## src/rtl/uart_pkg.sv

```systemverilog
// -----------------------------------------------------------------------------
// uart_pkg
// Shared UART definitions used by the receiver (uart_rx) and the transmitter
// (uart_tx): frame geometry, default clock/line rates and the receiver state
// encoding.
// No ports (package).
// -----------------------------------------------------------------------------
package uart_pkg;

    // Number of data bits carried in one frame (8N1 framing)
    localparam int DATA_BITS = 8;

    // Default board clock and line rate, shared by both link directions
    localparam int DEFAULT_CLK_HZ = 100_000_000;
    localparam int DEFAULT_BAUD   = 115_200;

    // Receiver FSM states. PARITY is only visited when parity checking is built in.
    typedef enum logic [2:0] {
        IDLE,
        START,
        DATA,
        PARITY,
        STOP,
        WAIT_IDLE
    } rx_state_t;

endpackage

```

## src/rtl/sync_2ff.sv

```systemverilog
// -----------------------------------------------------------------------------
// sync_2ff
// Two-flop synchronizer for a single asynchronous input. The reset value is a
// parameter so idle-high lines (such as a UART RX pin) do not appear to toggle
// when reset is released.
// Ports:
//   clk  in   destination clock
//   rst  in   asynchronous active-high reset (loads RST_VAL into both flops)
//   d    in   asynchronous input
//   q    out  synchronized output, two clk cycles behind d
// -----------------------------------------------------------------------------
module sync_2ff #(
    parameter logic RST_VAL = 1'b0
) (
    input  logic clk,
    input  logic rst,
    input  logic d,
    output logic q
);

    logic meta;

    always_ff @(posedge clk or posedge rst) begin
        if (rst) begin
            meta <= RST_VAL;
            q    <= RST_VAL;
        end else begin
            meta <= d;
            q    <= meta;
        end
    end

endmodule

```

## src/rtl/uart_rx.sv

```systemverilog
// -----------------------------------------------------------------------------
// uart_rx
// 8N1 UART receiver. The RX line is synchronized, the start bit is qualified at
// its mid-point, then each data bit (LSB first) and the stop bit are sampled at
// their mid-points. A good frame produces a one-cycle axiov pulse with the byte
// on axiod (held until the next good byte). A low stop bit produces a one-cycle
// framing_err pulse and the receiver waits for the line to return high.
//
// Optional build macro UART_RX_PARITY_EN: inserts an even-parity bit between
// the data and stop bits; a parity mismatch pulses parity_err instead of axiov.
// Without the macro parity_err is tied low.
//
// Ports:
//   clk          in   system clock
//   rst          in   asynchronous active-high reset
//   axiid        in   serial RX line, idle high, asynchronous to clk
//   axiov        out  one-cycle pulse: axiod holds a newly received byte
//   axiod[7:0]   out  last good received byte
//   framing_err  out  one-cycle pulse: stop bit sampled low
//   parity_err   out  one-cycle pulse: parity mismatch (parity build only)
// -----------------------------------------------------------------------------
module uart_rx
    import uart_pkg::*;
#(
    parameter int CLK_HZ = DEFAULT_CLK_HZ,
    parameter int BAUD   = DEFAULT_BAUD
) (
    input  logic                 clk,
    input  logic                 rst,
    input  logic                 axiid,
    output logic                 axiov,
    output logic [DATA_BITS-1:0] axiod,
    output logic                 framing_err,
    output logic                 parity_err
);

    localparam int CLKS_PER_BIT = CLK_HZ / BAUD;
    localparam int CNT_W        = $clog2(CLKS_PER_BIT);

    // Mid-bit point of the start bit, and full-bit interval for the rest
    localparam logic [CNT_W-1:0] HALF_M1 = CNT_W'(CLKS_PER_BIT / 2 - 1);
    localparam logic [CNT_W-1:0] BIT_M1  = CNT_W'(CLKS_PER_BIT - 1);
    localparam logic [2:0]       LAST_BIT = 3'(DATA_BITS - 1);

    if (CLKS_PER_BIT < 4) begin : g_cpb_check
        $error("uart_rx: CLK_HZ/BAUD must be at least 4");
    end

    logic                 rx_s;
    rx_state_t            state;
    logic [CNT_W-1:0]     cnt;
    logic [2:0]           bit_idx;
    logic [DATA_BITS-1:0] shift;

    sync_2ff #(
        .RST_VAL (1'b1)
    ) u_sync (
        .clk (clk),
        .rst (rst),
        .d   (axiid),
        .q   (rx_s)
    );

`ifdef UART_RX_PARITY_EN
    logic par_bit;
`else
    assign parity_err = 1'b0;
`endif

    always_ff @(posedge clk or posedge rst) begin
        if (rst) begin
            state       <= IDLE;
            cnt         <= '0;
            bit_idx     <= '0;
            shift       <= '0;
            axiov       <= 1'b0;
            axiod       <= '0;
            framing_err <= 1'b0;
`ifdef UART_RX_PARITY_EN
            par_bit     <= 1'b0;
            parity_err  <= 1'b0;
`endif
        end else begin
            // Status outputs are single-cycle pulses
            axiov       <= 1'b0;
            framing_err <= 1'b0;
`ifdef UART_RX_PARITY_EN
            parity_err  <= 1'b0;
`endif
            case (state)
                IDLE: begin
                    cnt     <= '0;
                    bit_idx <= '0;
                    if (!rx_s) begin
                        state <= START;
                    end
                end

                START: begin
                    if (cnt == HALF_M1) begin
                        cnt <= '0;
                        // Line back high at mid start bit: treat as a glitch
                        state <= rx_s ? IDLE : DATA;
                    end else begin
                        cnt <= cnt + 1'b1;
                    end
                end

                DATA: begin
                    if (cnt == BIT_M1) begin
                        cnt            <= '0;
                        shift[bit_idx] <= rx_s;
                        if (bit_idx == LAST_BIT) begin
`ifdef UART_RX_PARITY_EN
                            state <= PARITY;
`else
                            state <= STOP;
`endif
                        end else begin
                            bit_idx <= bit_idx + 1'b1;
                        end
                    end else begin
                        cnt <= cnt + 1'b1;
                    end
                end

`ifdef UART_RX_PARITY_EN
                PARITY: begin
                    if (cnt == BIT_M1) begin
                        cnt     <= '0;
                        par_bit <= rx_s;
                        state   <= STOP;
                    end else begin
                        cnt <= cnt + 1'b1;
                    end
                end
`endif

                STOP: begin
                    if (cnt == BIT_M1) begin
                        cnt <= '0;
                        if (rx_s) begin
                            // Return to IDLE at mid stop bit so a start bit
                            // directly following the stop bit is not missed
                            state <= IDLE;
`ifdef UART_RX_PARITY_EN
                            if (^{shift, par_bit}) begin
                                parity_err <= 1'b1;
                            end else begin
                                axiov <= 1'b1;
                                axiod <= shift;
                            end
`else
                            axiov <= 1'b1;
                            axiod <= shift;
`endif
                        end else begin
                            framing_err <= 1'b1;
                            state       <= WAIT_IDLE;
                        end
                    end else begin
                        cnt <= cnt + 1'b1;
                    end
                end

                WAIT_IDLE: begin
                    // A held-low (break) line parks here without further errors
                    cnt <= '0;
                    if (rx_s) begin
                        state <= IDLE;
                    end
                end

                default: begin
                    cnt   <= '0;
                    state <= IDLE;
                end
            endcase
        end
    end

endmodule

```

## config.mk

```make
export PLATFORM = sky130hd
export DESIGN_NAME = uart_rx
export DESIGN_NICKNAME = d
export VERILOG_FILES = /design/src/rtl/uart_pkg.sv /design/src/rtl/sync_2ff.sv /design/src/rtl/uart_rx.sv
export SDC_FILE = /design/constraint.sdc
export NUM_CORES = 1
export LEC_CHECK = 0
export ABC_AREA = 0
export ABC_CLOCK_PERIOD_IN_PS = 2200
export CELL_PAD_IN_SITES_DETAIL_PLACEMENT = 1
export CELL_PAD_IN_SITES_GLOBAL_PLACEMENT = 1
export CORE_ASPECT_RATIO = 1.5
export CORE_MARGIN = 2
export CORE_UTILIZATION = 46
export DETAILED_ROUTE_END_ITERATION = 12
export PLACE_DENSITY_LB_ADDON = 0.12
export SYNTH_ARGS = -nofsm -noshare
export SYNTH_HDL_FRONTEND = slang
export SYNTH_SLANG_ARGS = --single-unit
```

## constraint.sdc

```tcl
create_clock -name clk -period 2.2 [get_ports clk]
set_input_delay 0.33 -clock clk [delete_from_list [all_inputs] [get_ports clk]]
set_output_delay 0.33 -clock clk [all_outputs]
set_load 0.05 [all_outputs]
```

==> summary.md <==
| Metric | Value |
|---|---|
| Setup bufs post-CTS | 0 |
| Mapped Cells | 150 |
| Cell taking the most area after synthesis | dfrtp_1 |
| Syn_area_per_cell | 11.76 um^2 |
| Most frequent cells in the layout | 34 x dfrtp_1, 14 x nor2_1, 12 x clkdlybuf4s50_1 |
| Max_cap viols | 0 |
| First-pass GRT wire length | 6210 um |
| Root Buffer | clkbuf_8 |
| Psw | 262.6 uW |
| Area delta synth->final | 14.96% |
| Final ANT Viol Nets | 0 |
| Drt first pass iters | 4 |
| Hold Path End | u_sync.q |
| Cell total after placement | 201 |
| Antenna diodes | 0 |
| Period minus WS final | 2.011 ns |
| Clock power share | 0.455 |
| DR iter-0 viols | 21 |
| Core area | 3682 um^2 |
| Synth top area share | 0.4823 |
| Power Density | 625.7 nW/um^2 |
| GRT overflow | 0 |
| Area contributors post-synth | dfrtp_1 48%, mux2_4 6.8%, mux2_2 3.8% |
| Initial Utilization | 0.4791 |
| Most used DFF post-synth | dfrtp_1 |
| Clk sinks | 36 |
| Max Clk Rate | 0.4972 GHz |
| DRC viols | 0 |
| Max-slew violations | 0 |
| Final WL | 3670 um |
| Ys async rst share | 1.000 |
| # setup viols final | 0 |
| Leakage | 0.0009695 uW |
| Min-delay src | u_sync.meta |
| Class of the worst hold path | reg -> reg |
| Sequential fraction of the synthesis area | 0.5121 |
| Inserted Clock Buffers | 5 |
| Maximum VDD drop | 0.4121 mV |
| Most common cell after layout, fill and taps aside | dfrtp_1 |
| Period Utilization, post-route | 0.9142 |
| Die ar. | 4357 um^2 |
| Vias in the first global route | 1335 |
| Hold_buf cts | 0 |
| Routed WL per cell | 17.56 um |
| Clock-pin slew on the worst setup and hold paths | 0.08 ns |
| Post-CTS sizing | 0 |
| RR Endpoint | shift[4] |
| R2r setup slk | 0.19 ns |
| Int Pwr | 1007 uW |
| Nets@finish | 172 |
| Outcome | complete, no violations |
| Synth warnings | 0 |
| Mapped cell area | 1764 um^2 |
| Worst-case reg-to-reg path depth | 5 |
| Gp weighted congestion | 0.7687 |
| Setup WS post-layout | 0.1889 ns |
| DIE HEIGHT | 79.85 um |
| RSZ-0062 raised after global routing | false |
| Worst setup EP type | flop |
| Post-DR vias/cell | 5.660 |
| Final setup TNS | 0 ns |
| Clk_lat worst skew | 0.29 ns |
| I/O pin cnt | 14 |
| DP HPWL | 2655 um |
| Post-synthesis register bit count | 36 |
| CP required | 2.38 ns |
| Layout cells sized above 1 | 0.1988 |
| Sw frac | 0.2069 |
| EDFF count, synth | 0 |
| TritonCTS clock tree | built |
| Comb power frac | 0.018 |
| Pre-CTS WS | 0.2126 ns |
| CTS H-tree depth | 2 |
| Largest net degree at the start of global routing | 37 |
| Clock Path Buffers | 2 |
| Setup CP Type | reg -> reg |
| Hold Crit Depth | 0 |
| Worst-path maximum fanout | 8 |
| Via count | 1183 |
| Post-route insts no fill | 209 |
| Sequential Power Share | 0.527 |
| Total GRT Usage | 0.2031 |
| Row cnt | 27 |
| RR Startpoint | cnt[0] |
| Net count after synthesis | 157 |
| Fin. Hold Viols | 0 |
| Crit path DAT | 2.19 ns |
| Die W | 54.57 um |
| Initial antenna violation count | 0 |
| Startpoint Class | flop |
| I/O Buffers | 12 |
| Synth unique cells | 44 |
| Worst clock skew | 0.008557 ns |
logic make-up (layout without fill, tap and decap cells):
logic type,count (synthesis),count (layout),synth area share
fa+ha+maj,4,4,0.02837
buf+inv,14,30,0.03759
other cells,1,1,0.002126
flops,36,36,0.5121
compound gates,13,13,0.05745
simple gates,58,58,0.2035
mux,16,16,0.1191
xor+xnor,8,8,0.03972
worst max-delay path by stage:
stage	start	end	slack, ns	cells past startpoint
floorplan	cnt[0]	axiod[0]	0.46	6
global route	cnt[0]	shift[2]	0.02	5
CTS	cnt[0]	shift[4]	0.16	5
detailed placement	cnt[0]	axiod[5]	0.21	5
finish	cnt[0]	shift[4]	0.19	5
global placement	cnt[0]	shift[2]	0.25	5
final cells by class:
| type | instances | area (um^2) |
|---|---|---|
| Clock buffer | 6 | 72.57 |
| Clock inverter | 2 | 35.03 |
| Fill cell | 387 | 1654 |
| Inverter | 7 | 26.28 |
| Multi-Input combinational cell | 100 | 794.5 |
| Sequential cell | 36 | 903.4 |
| Tap cell | 43 | 53.80 |
| Timing Repair Buffer | 15 | 142.6 |
per-layer routing:
layer / vias up / track usage / share of wire
met1: 600 / 0.2014 / 0.39
met5: - / 0 / 0
met2: 17 / 0.3687 / 0.57
met4: 0 / 0.08250 / 0.021
met3: 8 / 0.06367 / 0.026
li1: 558 / - / -
power groups by stage:
stage | combinational, uW | sequential, uW | clock [uW]
final | 22.7 | 669 | 577
after global routing | 25.8 | 670 | 621
after CTS | 23.7 | 669 | 590
after detailed placement | 23.3 | 682 | 0
after global placement | 22.8 | 682 | 0
after floorplan | 17.7 | 679 | 0
sequential cells by signal (all words and copies together) (netlist names):
signal       cells
cnt             10
state            3
bit_idx          3
u_sync.meta      1
axiov            1
framing_err      1
u_sync.q         1
shift            8
axiod            8
cell usage after synthesis, types with 2 or more instances:
| library cell | count |
|---|---|
| nand2b_1 | 2 |
| o21a_1 | 2 |
| xor2_1 | 3 |
| dfstp_2 | 2 |
| dfrtp_1 | 34 |
| nand3_1 | 9 |
| nor3b_1 | 2 |
| nor3_1 | 4 |
| ha_1 | 4 |
| xnor2_1 | 5 |
| mux2_2 | 6 |
| clkbuf_1 | 3 |
| buf_2 | 2 |
| inv_1 | 7 |
| o221ai_1 | 2 |
| nand2_1 | 6 |
| a211o_1 | 2 |
| and3b_1 | 2 |
| mux2_4 | 8 |
| nor4_1 | 7 |
| nor2_1 | 14 |
| mux2_1 | 2 |
critical path, stage by stage, from the launching register on:
cell,delay [ns]
dfrtp_1,0.44
ha_1,0.26
and2b_1,0.22
nand4_2,0.22
nor4_1,0.38
mux2_2,0.38
per-stage QoR:
step	hold WS (ns)	util	area, um^2	total power [uW]
2_1_floorplan	0.3345	-	1764	696.6
3_3_place_gp	0.3460	0.5216	1921	704.9
3_5_place_dp	0.3475	0.5216	1921	705.3
4_1_cts	0.3587	0.5508	2028	1283
5_1_grt	0.3672	0.5508	2028	1316
6_report	0.3574	0.5508	2028	1269
Power figures use the tool's default switching activity.
